$ cat config.mk
export PLATFORM = sky130hd
export DESIGN_NAME = average_mem_rd_responder
export DESIGN_NICKNAME = d
export VERILOG_FILES = /design/src/rtl/avg_axi_pkg.sv /design/src/rtl/avg_rd_fifo.sv /design/src/rtl/average_mem_rd_responder.sv
export SDC_FILE = /design/constraint.sdc
export NUM_CORES = 2
export LEC_CHECK = 0
export ABC_AREA = 1
export BUFFER_PORTS_ARGS = -buffer_cell sky130_fd_sc_hd__clkbuf_2
export CAP_MARGIN = 25
export CELL_PAD_IN_SITES_DETAIL_PLACEMENT = 0
export CELL_PAD_IN_SITES_GLOBAL_PLACEMENT = 2
export CORE_MARGIN = 5
export CORE_UTILIZATION = 45
export CTS_CLUSTER_SIZE = 28
export DETAILED_ROUTE_END_ITERATION = 6
export PLACE_DENSITY = 0.88
export SETUP_SLACK_MARGIN = 0.15
export SYNTH_ARGS = -nofsm -noshare
export SYNTH_HDL_FRONTEND = slang
export SYNTH_MEMORY_MAX_BITS = 65536
export SYNTH_SLANG_ARGS = --single-unit
$ cat constraint.sdc
create_clock -name clk -period 79.4 [get_ports clk]
set_clock_uncertainty 0.05 [all_clocks]
set_input_delay 15.88 -clock clk [delete_from_list [all_inputs] [get_ports clk]]
set_output_delay 15.88 -clock clk [all_outputs]
set_load 0.03 [all_outputs]
$ cat src/rtl/avg_axi_pkg.sv
`default_nettype none
// ============================================================================
// Module   : avg_axi_pkg
// Brief    : AXI4 read-channel packet layout, codes and helpers for average.
// Revision : 1.0 - initial release
// ============================================================================
package avg_axi_pkg;

    localparam int ID_W           = 4;
    localparam int LEN_W          = 8;
    localparam int ADDR_W         = 64;
    localparam int DATA_W         = 512;
    localparam int AR_W           = 97;
    localparam int R_W            = 519;
    localparam int CNT_W          = LEN_W + 1;
    localparam int BEAT_SIZE_LOG2 = 6;

    localparam logic [1:0] BURST_FIXED = 2'b00;
    localparam logic [1:0] BURST_INCR  = 2'b01;
    localparam logic [1:0] BURST_WRAP  = 2'b10;
    localparam logic [1:0] RESP_OKAY   = 2'b00;
    localparam logic [1:0] RESP_SLVERR = 2'b10;

    localparam logic [1:0] ST_IDLE  = 2'd0;
    localparam logic [1:0] ST_ISSUE = 2'd1;
    localparam logic [1:0] ST_DRAIN = 2'd2;
    localparam logic [1:0] ST_ERR   = 2'd3;

    // Field order is MSB..LSB of the 97-bit ar packet.
    typedef struct packed {
        logic [3:0]        region;
        logic [3:0]        qos;
        logic [3:0]        cache;
        logic [2:0]        prot;
        logic              lock;
        logic [1:0]        burst;
        logic [2:0]        size;
        logic [LEN_W-1:0]  len;
        logic [ADDR_W-1:0] addr;
        logic [ID_W-1:0]   id;
    } ar_pkt_t;

    function automatic ar_pkt_t ar_unpack(input logic [AR_W-1:0] dat);
        return ar_pkt_t'(dat);
    endfunction

    function automatic logic [R_W-1:0] r_pack(input logic [ID_W-1:0]   id,
                                              input logic [DATA_W-1:0] data,
                                              input logic [1:0]        resp,
                                              input logic              last);
        return {id, data, resp, last};
    endfunction

    // Only full-width beats with FIXED or INCR addressing are served.
    function automatic logic ar_legal(input ar_pkt_t pkt);
        logic burst_ok;
        case (pkt.burst)
            BURST_FIXED, BURST_INCR: burst_ok = 1'b1;
            BURST_WRAP:              burst_ok = 1'b0;
            default:                 burst_ok = 1'b0;
        endcase
        return burst_ok && (pkt.size == 3'(BEAT_SIZE_LOG2));
    endfunction

endpackage
`default_nettype wire

$ cat src/rtl/avg_rd_fifo.sv
`default_nettype none
// ============================================================================
// Module   : avg_rd_fifo
// Brief    : Synchronous FIFO, power-of-two depth, head visible combinationally.
// Revision : 1.0 - initial release
// ============================================================================
module avg_rd_fifo #(
    parameter int WIDTH = 8,
    parameter int DEPTH = 8
) (
    input  logic                     clk,
    input  logic                     rst,
    input  logic                     i_push,
    input  logic [WIDTH-1:0]         i_wdata,
    input  logic                     i_pop,
    output logic [WIDTH-1:0]         o_rdata,
    output logic                     o_full,
    output logic                     o_empty,
    output logic [$clog2(DEPTH):0]   o_count
);
    localparam int c_aw = $clog2(DEPTH);

    logic [WIDTH-1:0] r_mem [DEPTH];
    logic [c_aw-1:0]  r_wptr;
    logic [c_aw-1:0]  r_rptr;
    logic [c_aw:0]    r_count;
    logic             w_push;
    logic             w_pop;

    assign w_push  = i_push && !o_full;
    assign w_pop   = i_pop && !o_empty;
    assign o_full  = (r_count == (c_aw + 1)'(DEPTH));
    assign o_empty = (r_count == '0);
    assign o_count = r_count;
    assign o_rdata = r_mem[r_rptr];

    always_ff @(posedge clk) begin
        if (rst) begin
            r_wptr  <= '0;
            r_rptr  <= '0;
            r_count <= '0;
        end else begin
            if (w_push) r_wptr <= r_wptr + c_aw'(1);
            if (w_pop)  r_rptr <= r_rptr + c_aw'(1);
            if (w_push && !w_pop)      r_count <= r_count + (c_aw + 1)'(1);
            else if (w_pop && !w_push) r_count <= r_count - (c_aw + 1)'(1);
        end
    end

    always_ff @(posedge clk) begin
        if (w_push) r_mem[r_wptr] <= i_wdata;
    end

endmodule
`default_nettype wire

$ cat src/rtl/average_mem_rd_responder.sv
`default_nettype none
// ============================================================================
// Module   : average_mem_rd_responder
// Brief    : Turns AXI4 read bursts into single-beat SRAM reads, credit-limited.
// Revision : 1.0 - initial release
// ============================================================================
module average_mem_rd_responder
    import avg_axi_pkg::*;
#(
    parameter int FIFO_DEPTH = 8,
    parameter int MEM_AW     = 58
) (
    input  logic              clk,
    input  logic              rst,
    input  logic [AR_W-1:0]   ar_dat,
    input  logic              ar_vld,
    output logic              ar_rdy,
    output logic [R_W-1:0]    r_dat,
    output logic              r_vld,
    input  logic              r_rdy,
    output logic              mem_req,
    output logic [MEM_AW-1:0] mem_addr,
    input  logic              mem_gnt,
    input  logic              mem_rvalid,
    input  logic [DATA_W-1:0] mem_rdata
);
    localparam int c_cred_w = $clog2(FIFO_DEPTH) + 1;
    localparam int c_ent_w  = DATA_W + 1;

    logic [1:0]          r_state;
    logic [1:0]          w_state_nxt;
    logic [ID_W-1:0]     r_id;
    logic [LEN_W-1:0]    r_len;
    logic [MEM_AW-1:0]   r_base;
    logic                r_fixed;
    logic [CNT_W-1:0]    r_issued;
    logic [CNT_W-1:0]    r_rcvd;
    logic [CNT_W-1:0]    r_err_cnt;
    logic [c_cred_w-1:0] r_credits;
    ar_pkt_t             w_ar;
    logic                w_busy;
    logic                w_grant;
    logic                w_push;
    logic                w_pop;
    logic                w_err_hs;
    logic                w_issue_last;
    logic                w_err_last;
    logic                w_fifo_vld;
    logic                w_fifo_full;
    logic                w_fifo_empty;
    logic [c_ent_w-1:0]  w_fifo_rdata;
    logic [c_cred_w-1:0] w_fifo_count;
    logic                w_unused_ok;

    assign w_ar         = ar_unpack(ar_dat);
    assign ar_rdy       = (r_state == ST_IDLE) && ar_vld;
    assign w_busy       = (r_state == ST_ISSUE) || (r_state == ST_DRAIN);
    assign w_issue_last = (r_issued == {1'b0, r_len});
    assign w_err_last   = (r_err_cnt == {1'b0, r_len});

    // Credits cap reads in flight plus buffered beats at the FIFO depth.
    assign mem_req  = (r_state == ST_ISSUE) && (r_issued <= {1'b0, r_len}) && (r_credits != '0);
    assign mem_addr = mem_req ? (r_fixed ? r_base : r_base + MEM_AW'(r_issued)) : '0;
    assign w_grant  = mem_req && mem_gnt;

    // Stale returns after an abandoned burst never reach the buffer.
    assign w_push     = mem_rvalid && w_busy;
    assign w_fifo_vld = w_busy && !w_fifo_empty;
    assign w_pop      = w_fifo_vld && r_rdy;
    assign w_err_hs   = (r_state == ST_ERR) && r_rdy;

    assign r_vld = w_fifo_vld || (r_state == ST_ERR);
    assign r_dat = (r_state == ST_ERR)
                 ? r_pack(r_id, {DATA_W{1'b0}}, RESP_SLVERR, w_err_last)
                 : r_pack(r_id, w_fifo_rdata[c_ent_w-1:1], RESP_OKAY, w_fifo_rdata[0]);

    always_comb begin
        w_state_nxt = r_state;
        case (r_state)
            ST_IDLE:  if (ar_vld) w_state_nxt = ar_legal(w_ar) ? ST_ISSUE : ST_ERR;
            ST_ISSUE: if (w_grant && w_issue_last) w_state_nxt = ST_DRAIN;
            ST_DRAIN: if (w_pop && w_fifo_rdata[0]) w_state_nxt = ST_IDLE;
            ST_ERR:   if (w_err_hs && w_err_last) w_state_nxt = ST_IDLE;
            default:  w_state_nxt = ST_IDLE;
        endcase
    end

    always_ff @(posedge clk) begin
        if (rst) begin
            r_state   <= ST_IDLE;
            r_id      <= '0;
            r_len     <= '0;
            r_base    <= '0;
            r_fixed   <= 1'b0;
            r_issued  <= '0;
            r_rcvd    <= '0;
            r_err_cnt <= '0;
            r_credits <= c_cred_w'(FIFO_DEPTH);
        end else begin
            r_state <= w_state_nxt;
            if (ar_rdy) begin
                r_id      <= w_ar.id;
                r_len     <= w_ar.len;
                r_base    <= MEM_AW'(w_ar.addr >> BEAT_SIZE_LOG2);
                r_fixed   <= (w_ar.burst == BURST_FIXED);
                r_issued  <= '0;
                r_rcvd    <= '0;
                r_err_cnt <= '0;
            end else begin
                if (w_grant)  r_issued  <= r_issued + CNT_W'(1);
                if (w_push)   r_rcvd    <= r_rcvd + CNT_W'(1);
                if (w_err_hs) r_err_cnt <= r_err_cnt + CNT_W'(1);
            end
            if (w_grant && !w_pop)      r_credits <= r_credits - c_cred_w'(1);
            else if (w_pop && !w_grant) r_credits <= r_credits + c_cred_w'(1);
        end
    end

    avg_rd_fifo #(
        .WIDTH (c_ent_w),
        .DEPTH (FIFO_DEPTH)
    ) u_fifo (
        .clk     (clk),
        .rst     (rst),
        .i_push  (w_push),
        .i_wdata ({mem_rdata, (r_rcvd == {1'b0, r_len})}),
        .i_pop   (w_pop),
        .o_rdata (w_fifo_rdata),
        .o_full  (w_fifo_full),
        .o_empty (w_fifo_empty),
        .o_count (w_fifo_count)
    );

    assign w_unused_ok = ^{w_ar.region, w_ar.qos, w_ar.cache, w_ar.prot, w_ar.lock,
                           w_fifo_full, w_fifo_count};

endmodule
`default_nettype wire

# Yosys cells after proc, flatten, opt, wreduce, memory -nomap -nowiden
# Memory sizes are Yosys's and may differ from the RTL's. A register that Yosys moved wholly into a read port is not among the register bits.
# Index checks and enable logic that the tools add are counted.
dict set report classes {
  n_eq_ne 13
  n_reduce_logical 35
  n_lt_le_gt_ge 1
  mux 20
  add_sub_neg 10
}
# operator n
set ops {}
lappend ops {{$mux 515} 1}
lappend ops {{$mux 58} 2}
lappend ops {{$add 58x9->58} 1}
lappend ops {{$add 9x1->9 const B} 3}
lappend ops {{$eq 9x8->1} 3}
lappend ops {{$logic_and 1x1->1} 18}
lappend ops {{$mux 4} 4}
lappend ops {{$mux 2} 5}
lappend ops {{$le 9x8->1} 1}
lappend ops {{$add 4x1->4 const B} 2}
lappend ops {{$pmux 2 s4} 1}
lappend ops {{$sub 4x1->4 const B} 2}
lappend ops {{$add 3x1->3 const B} 2}
lappend ops {{$logic_not 1->1} 6}
lappend ops {{$mux 3} 2}
lappend ops {{$ne 2x1->1 const B} 3}
lappend ops {{$mux 1} 5}
lappend ops {{$eq 2x1->1 const B} 2}
lappend ops {{$eq 2x2->1 const B} 2}
lappend ops {{$eq 4x4->1 const B} 1}
lappend ops {{$logic_not 2->1} 2}
lappend ops {{$logic_not 4->1} 1}
lappend ops {{$reduce_and 4->1} 1}
lappend ops {{$reduce_bool 2->1} 2}
lappend ops {{5 further kinds} 7}
dict set report totals {
  out_inout_bits 580
  word_cells 92
  memories 1
  ramBits 4104
  register_bits 114
}
# memory depth width rd rd_clocked_by_memory_dff wr line_no
set mem_list {}
lappend mem_list {u_fifo.r_mem 8 513 1 1 1 avg_rd_fifo.sv:23} ;# logic [WIDTH-1:0] r_mem [DEPTH];

# Longest topological paths before layout
dict set report depth {
  depth_word 9
  depth_mapped 20
}

# Hierarchy
# Synthesis repeated with hierarchy kept, for this count alone.
dict set report hier_totals {
  hier_cells 14948
  area_unflattened_um2 171398.1
}
# module area_each_um2 n_inst cells_per_inst seq_area_each_um2
set modules_own_cells {}
lappend modules_own_cells {avg_rd_fifo 160137.3 1 12693 123498.4}
lappend modules_own_cells {average_mem_rd_responder 11260.8 1 2255 2082.0}

# Least setup slack after synthesis
# Ideal clock, no wire load.
dict set report synth_timing {
  path_kind {input to register}
  startpoint {input port mem_rvalid}
  endpoint {memory u_fifo.r_mem[1][0] (netlist bit) (enable)}
  setup_ns 1.399
  slack_ns 40.114
  n_path_buf 0
  path_stages 6
  required_ns 77.951
  t_arrival_ns 37.837
  cell_sequence {nand2_1 > a31oi_1 > inv_1 > nor2_1 > inv_1 > nor2_1}
}
dict set report synth_via {
  elab_chain_len 4
}
# item line_no
set synth_lines {}
lappend synth_lines {{start: declaration} average_mem_rd_responder.sv:24} ;# input logic mem_rvalid,
lappend synth_lines {{$logic_and 1x1->1} average_mem_rd_responder.sv:67} ;# assign w_push = mem_rvalid && w_busy;
lappend synth_lines {{$logic_and 1x1->1} avg_rd_fifo.sv:30} ;# assign w_push = i_push && !o_full;
lappend synth_lines {{named net u_fifo.w_push} avg_rd_fifo.sv:27} ;# logic w_push;
lappend synth_lines {{$mux 1} avg_rd_fifo.sv:51} ;# if (w_push) r_mem[r_wptr] <= i_wdata;
lappend synth_lines {{$mux 1 (not written as such)} avg_rd_fifo.sv:51}
lappend synth_lines {{end: declaration} avg_rd_fifo.sv:23}
# The timed path passes the listed nets, and every way through them passes these cells.

# Worst setup path in the final report
dict set report layout_timing {
  startpoint {input port ar_vld}
  endpoint {output port ar_rdy}
}
dict set report layout_via {
  elab_chain_len 1
}
# item line_no
set layout_lines {}
lappend layout_lines {{start: declaration} average_mem_rd_responder.sv:16} ;# input logic ar_vld,
lappend layout_lines {{$logic_and 1x1->1} average_mem_rd_responder.sv:56} ;# assign ar_rdy = (r_state == ST_IDLE) && ar_vld;
lappend layout_lines {{end: declaration} average_mem_rd_responder.sv:17} ;# output logic ar_rdy,
# No other way between the ends.

==> flow_metrics.tcl <==
set metrics [dict create \
    hold_depth 1 \
    syn-instance-count 12900 \
    num_rows 222 \
    start_util 0.452 \
    ys_seq_elements 4221 \
    tns_ns 0 \
    grt_pass1_vias 97500 \
    coreArea_um2 366000 \
    worstMarginPinSlew_ns 1.13 \
    overflow 0 \
    synth_mux_area_frac 0 \
    dr.pass1.iters 5 \
    finalMaxSlewViolations 0 \
    critical_path_required_ns 63.47 \
    critPathMaxFanout 48 \
    syn_to_final_growth_pct 14.2 \
    syn_area_um2 166000 \
    ios 1195 \
    cp_slowest_cell "nand2_2" \
    finalPower_mw 6.86 \
    stdcell_count 19000 \
    finalSetupViolations 0 \
    r2r-start "r_state[1]" \
    synth_edf_count 4104 \
    clk_latency_ns 0.97 \
    dp_slack_ns 46.00 \
    ys_seq_area_frac 0.758 \
    ir_drop_mv 0.0318 \
    synth_flop_cell "edfxtp_1" \
    die_h_um 617 \
    cp-end-kind "output port" \
    utilization 0.517 \
    drc_errors 0 \
    vias 105000 \
    hp-class "reg -> reg" \
    io_buffers 1171 \
    grt_use_total 0.225 \
    reg2reg_slack_ns 72.95 \
    root_buffer "clkbuf_16" \
    cts_tree "yes" \
    wirelength_um 447000 \
    slew_headroom 0.243 \
    fin_nets 14400 \
    whs_ns 0.387 \
    synthSimpleGateAreaFrac 0.0849 \
    synth_warnings 0 \
    cp_num_buf_inv 4 \
    maxCapViolCount 0 \
    synth_nets 13500 \
    path_cells "clkbuf_2 > nand2_2 > inv_2 > buf_4 > clkbuf_2" \
    path_clk_slew_ns 0.06 \
    cts_hold_buf 0 \
    leakagePower_nw 63.8 \
    critical_path.startpoint_type "primary input" \
    power.density_nw_per_um2 36.3 \
    worstSetupPathType "in -> out" \
    cts.path.max_buffers 4 \
    synthAdderAreaFrac 0.00273 \
    grt_max_degree 252 \
    synth_cell_types 44 \
    gp_congestion 0.804 \
    critPathMaxStageDelay_ns 0.51 \
    timing.fmax_mhz 30.0 \
    dpl.hpwl_um 247000 \
    min_from "u_fifo.r_rptr[2]" \
    postCtsSetupBuffers 0 \
    async_reset_ff_frac 0 \
    arrival_ns 17.41 \
    finalCritPeriodShare 0.420 \
    synth-compound-area-share 0.125 \
    cp_top_family "buffers and inverters" \
    rr_worst_depth 10 \
    vias_per_cell 5.52 \
    synth_xor_area_frac 0.00132 \
    cts_resized 0 \
    drt_iter0_drc 8976 \
    design_area_um2 189000 \
    worstReg2RegEnd "u_fifo.r_mem[6][347]" \
    drt-wirelength-per-cell_um 23.6 \
    grt_pass1_wl_um 651000 \
    antenna_found_initial 164 \
    placed_cell_area_um2 175000 \
    ant_nets 0 \
    cts.htree.levels 5 \
    cts_buffers 426 \
    drive_gt1_frac 0.139 \
    n_fill_cell 30900 \
    die_area_um2 380000 \
    timing.final.crit_period_ns 33.34 \
    rsz0062_at_grt "false" \
    crit_top_cell "clkbuf_2" \
    worst_slack_ns 46.06 \
    status "finished clean" \
    synth_top_family_by_area "compound AO/OA/AOI/OAI gates" \
    dpl.cell_count 18100 \
    die_x_um 617 \
    avgSynthCellArea_um2 12.9 \
    hold_viol_final 0 \
    clock-sinks 4221 \
]
## cells in the final DEF, fill, tap and decap left out, types with 6 or more instances in the layout
cell type,n
nor3_1,32
xor2_1,17
inv_6,9
buf_4,136
nand3b_1,9
o21ai_1,203
nor2_4,9
ha_1,33
clkinv_2,72
clkinv_1,117
o22ai_1,517
clkbuf_2,1171
inv_1,145
a31oi_1,517
dfxtp_1,114
clkinv_16,13
clkbuf_16,434
edfxtp_1,4104
o21ai_0,2497
nand4_1,27
inv_8,6
diode_2,59
a21oi_1,114
buf_12,31
xnor2_1,8
nand2_1,231
bufinv_16,37
clkbuf_1,68
clkinvlp_4,14
nand3_1,64
nor2_1,3280
## per-layer routing
metal  vias to the layer above  global-route usage  wire length [um]
met5                         -                   0               698
met1                     51500               0.294            182000
li1                      49200                   -                 -
met2                      3056               0.367            214000
met3                       859              0.0556             34400
met4                       106              0.0826             16300
## report_power, final
part	switching (mW)	internal, mW
Sequential	0.0499	2.62
Combinational	1.68	0.550
Clock	0.835	1.12
Total	2.57	4.29
## how the worst max path moves through the flow
stage / startpoint / end / slack (ns) / cells past startpoint
2_1_floorplan: mem_rvalid / u_fifo.r_mem[1][0] / 40.11 / 6
5_1_grt: ar_vld / ar_rdy / 45.88 / 5
3_5_place_dp: ar_vld / ar_rdy / 46.00 / 5
6_report: ar_vld / ar_rdy / 46.06 / 5
4_1_cts: ar_vld / ar_rdy / 46.00 / 5
3_3_place_gp: ar_vld / ar_rdy / 46.00 / 5
## cell families (layout without fill, tap and decap cells)
| family | Yosys count | count (layout) |
|---|---|---|
| other | 1 | 60 |
| adders and majority gates | 35 | 35 |
| buffers and inverters | 1045 | 2272 |
| AOI/OAI and AO/OA | 3860 | 3860 |
| xor gates and xnor gates | 25 | 25 |
| and+or+nand+nor | 3668 | 3668 |
| DFF | 4221 | 4221 |
## worst reg2reg max path, delay by kind of cell, from the launching register on
kind	cells	cell delay [ns]
buffers and inverters	5	3.38
AOI/OAI and AO/OA	1	0.53
adders and majority gates	1	0.29
DFF	1	0.40
and+or+nand+nor	3	1.30
## synthesized netlist by cell type, types with 2 or more instances
library cell / n / share of area
nor4_1: 2 / 0.000076
clkbuf_1: 532 / 0.012
nand3b_1: 9 / 0.00041
dfxtp_1: 117 / 0.014
buf_2: 219 / 0.0066
nand3_1: 64 / 0.0019
buf_1: 28 / 0.00063
edfxtp_1: 4104 / 0.74
a21oi_1: 114 / 0.0034
o21bai_1: 2 / 0.000091
and3_1: 3 / 0.00011
o21ai_1: 203 / 0.0061
nor2_2: 2 / 0.000076
xor2_1: 17 / 0.00090
ha_1: 33 / 0.0025
inv_1: 146 / 0.0033
inv_2: 4 / 0.000091
fa_1: 2 / 0.00024
nor2_1: 3288 / 0.075
a221oi_1: 3 / 0.00016
nor3_2: 2 / 0.00012
nor3_1: 32 / 0.00097
a31oi_1: 517 / 0.020
o22ai_1: 517 / 0.020
o21ai_0: 2497 / 0.075
nand2_1: 232 / 0.0053
clkinv_1: 2 / 0.000045
o21a_1: 3 / 0.00014
buf_6: 9 / 0.00061
a211oi_1: 3 / 0.00014
xnor2_1: 8 / 0.00042
buf_4: 103 / 0.0047
nand4_1: 27 / 0.0010
## state kept, by name, summed over array words and instances (netlist names), named ones only
name            flops
r_len               8
r_fixed             1
u_fifo.r_rptr       3
u_fifo.r_mem     4104
r_credits           4
r_state             2
u_fifo.r_wptr       3
r_base             58
r_err_cnt           9
u_fifo.o_count      4
r_rcvd              9
r_id                4
r_issued            9
## layout make-up
cell class | instances | area (um^2) | area share
timing repair buffer | 1343 | 7640 | 0.0404
clock buffer | 505 | 11200 | 0.0590
multi-input combinational | 7589 | 35400 | 0.187
antenna | 59 | 148 | 0.000780
sequential | 4221 | 126000 | 0.664
tap | 4816 | 6030 | 0.0318
inverter | 153 | 613 | 0.00324
clock inverter | 271 | 2580 | 0.0136
Power figures use the tool's default switching activity.
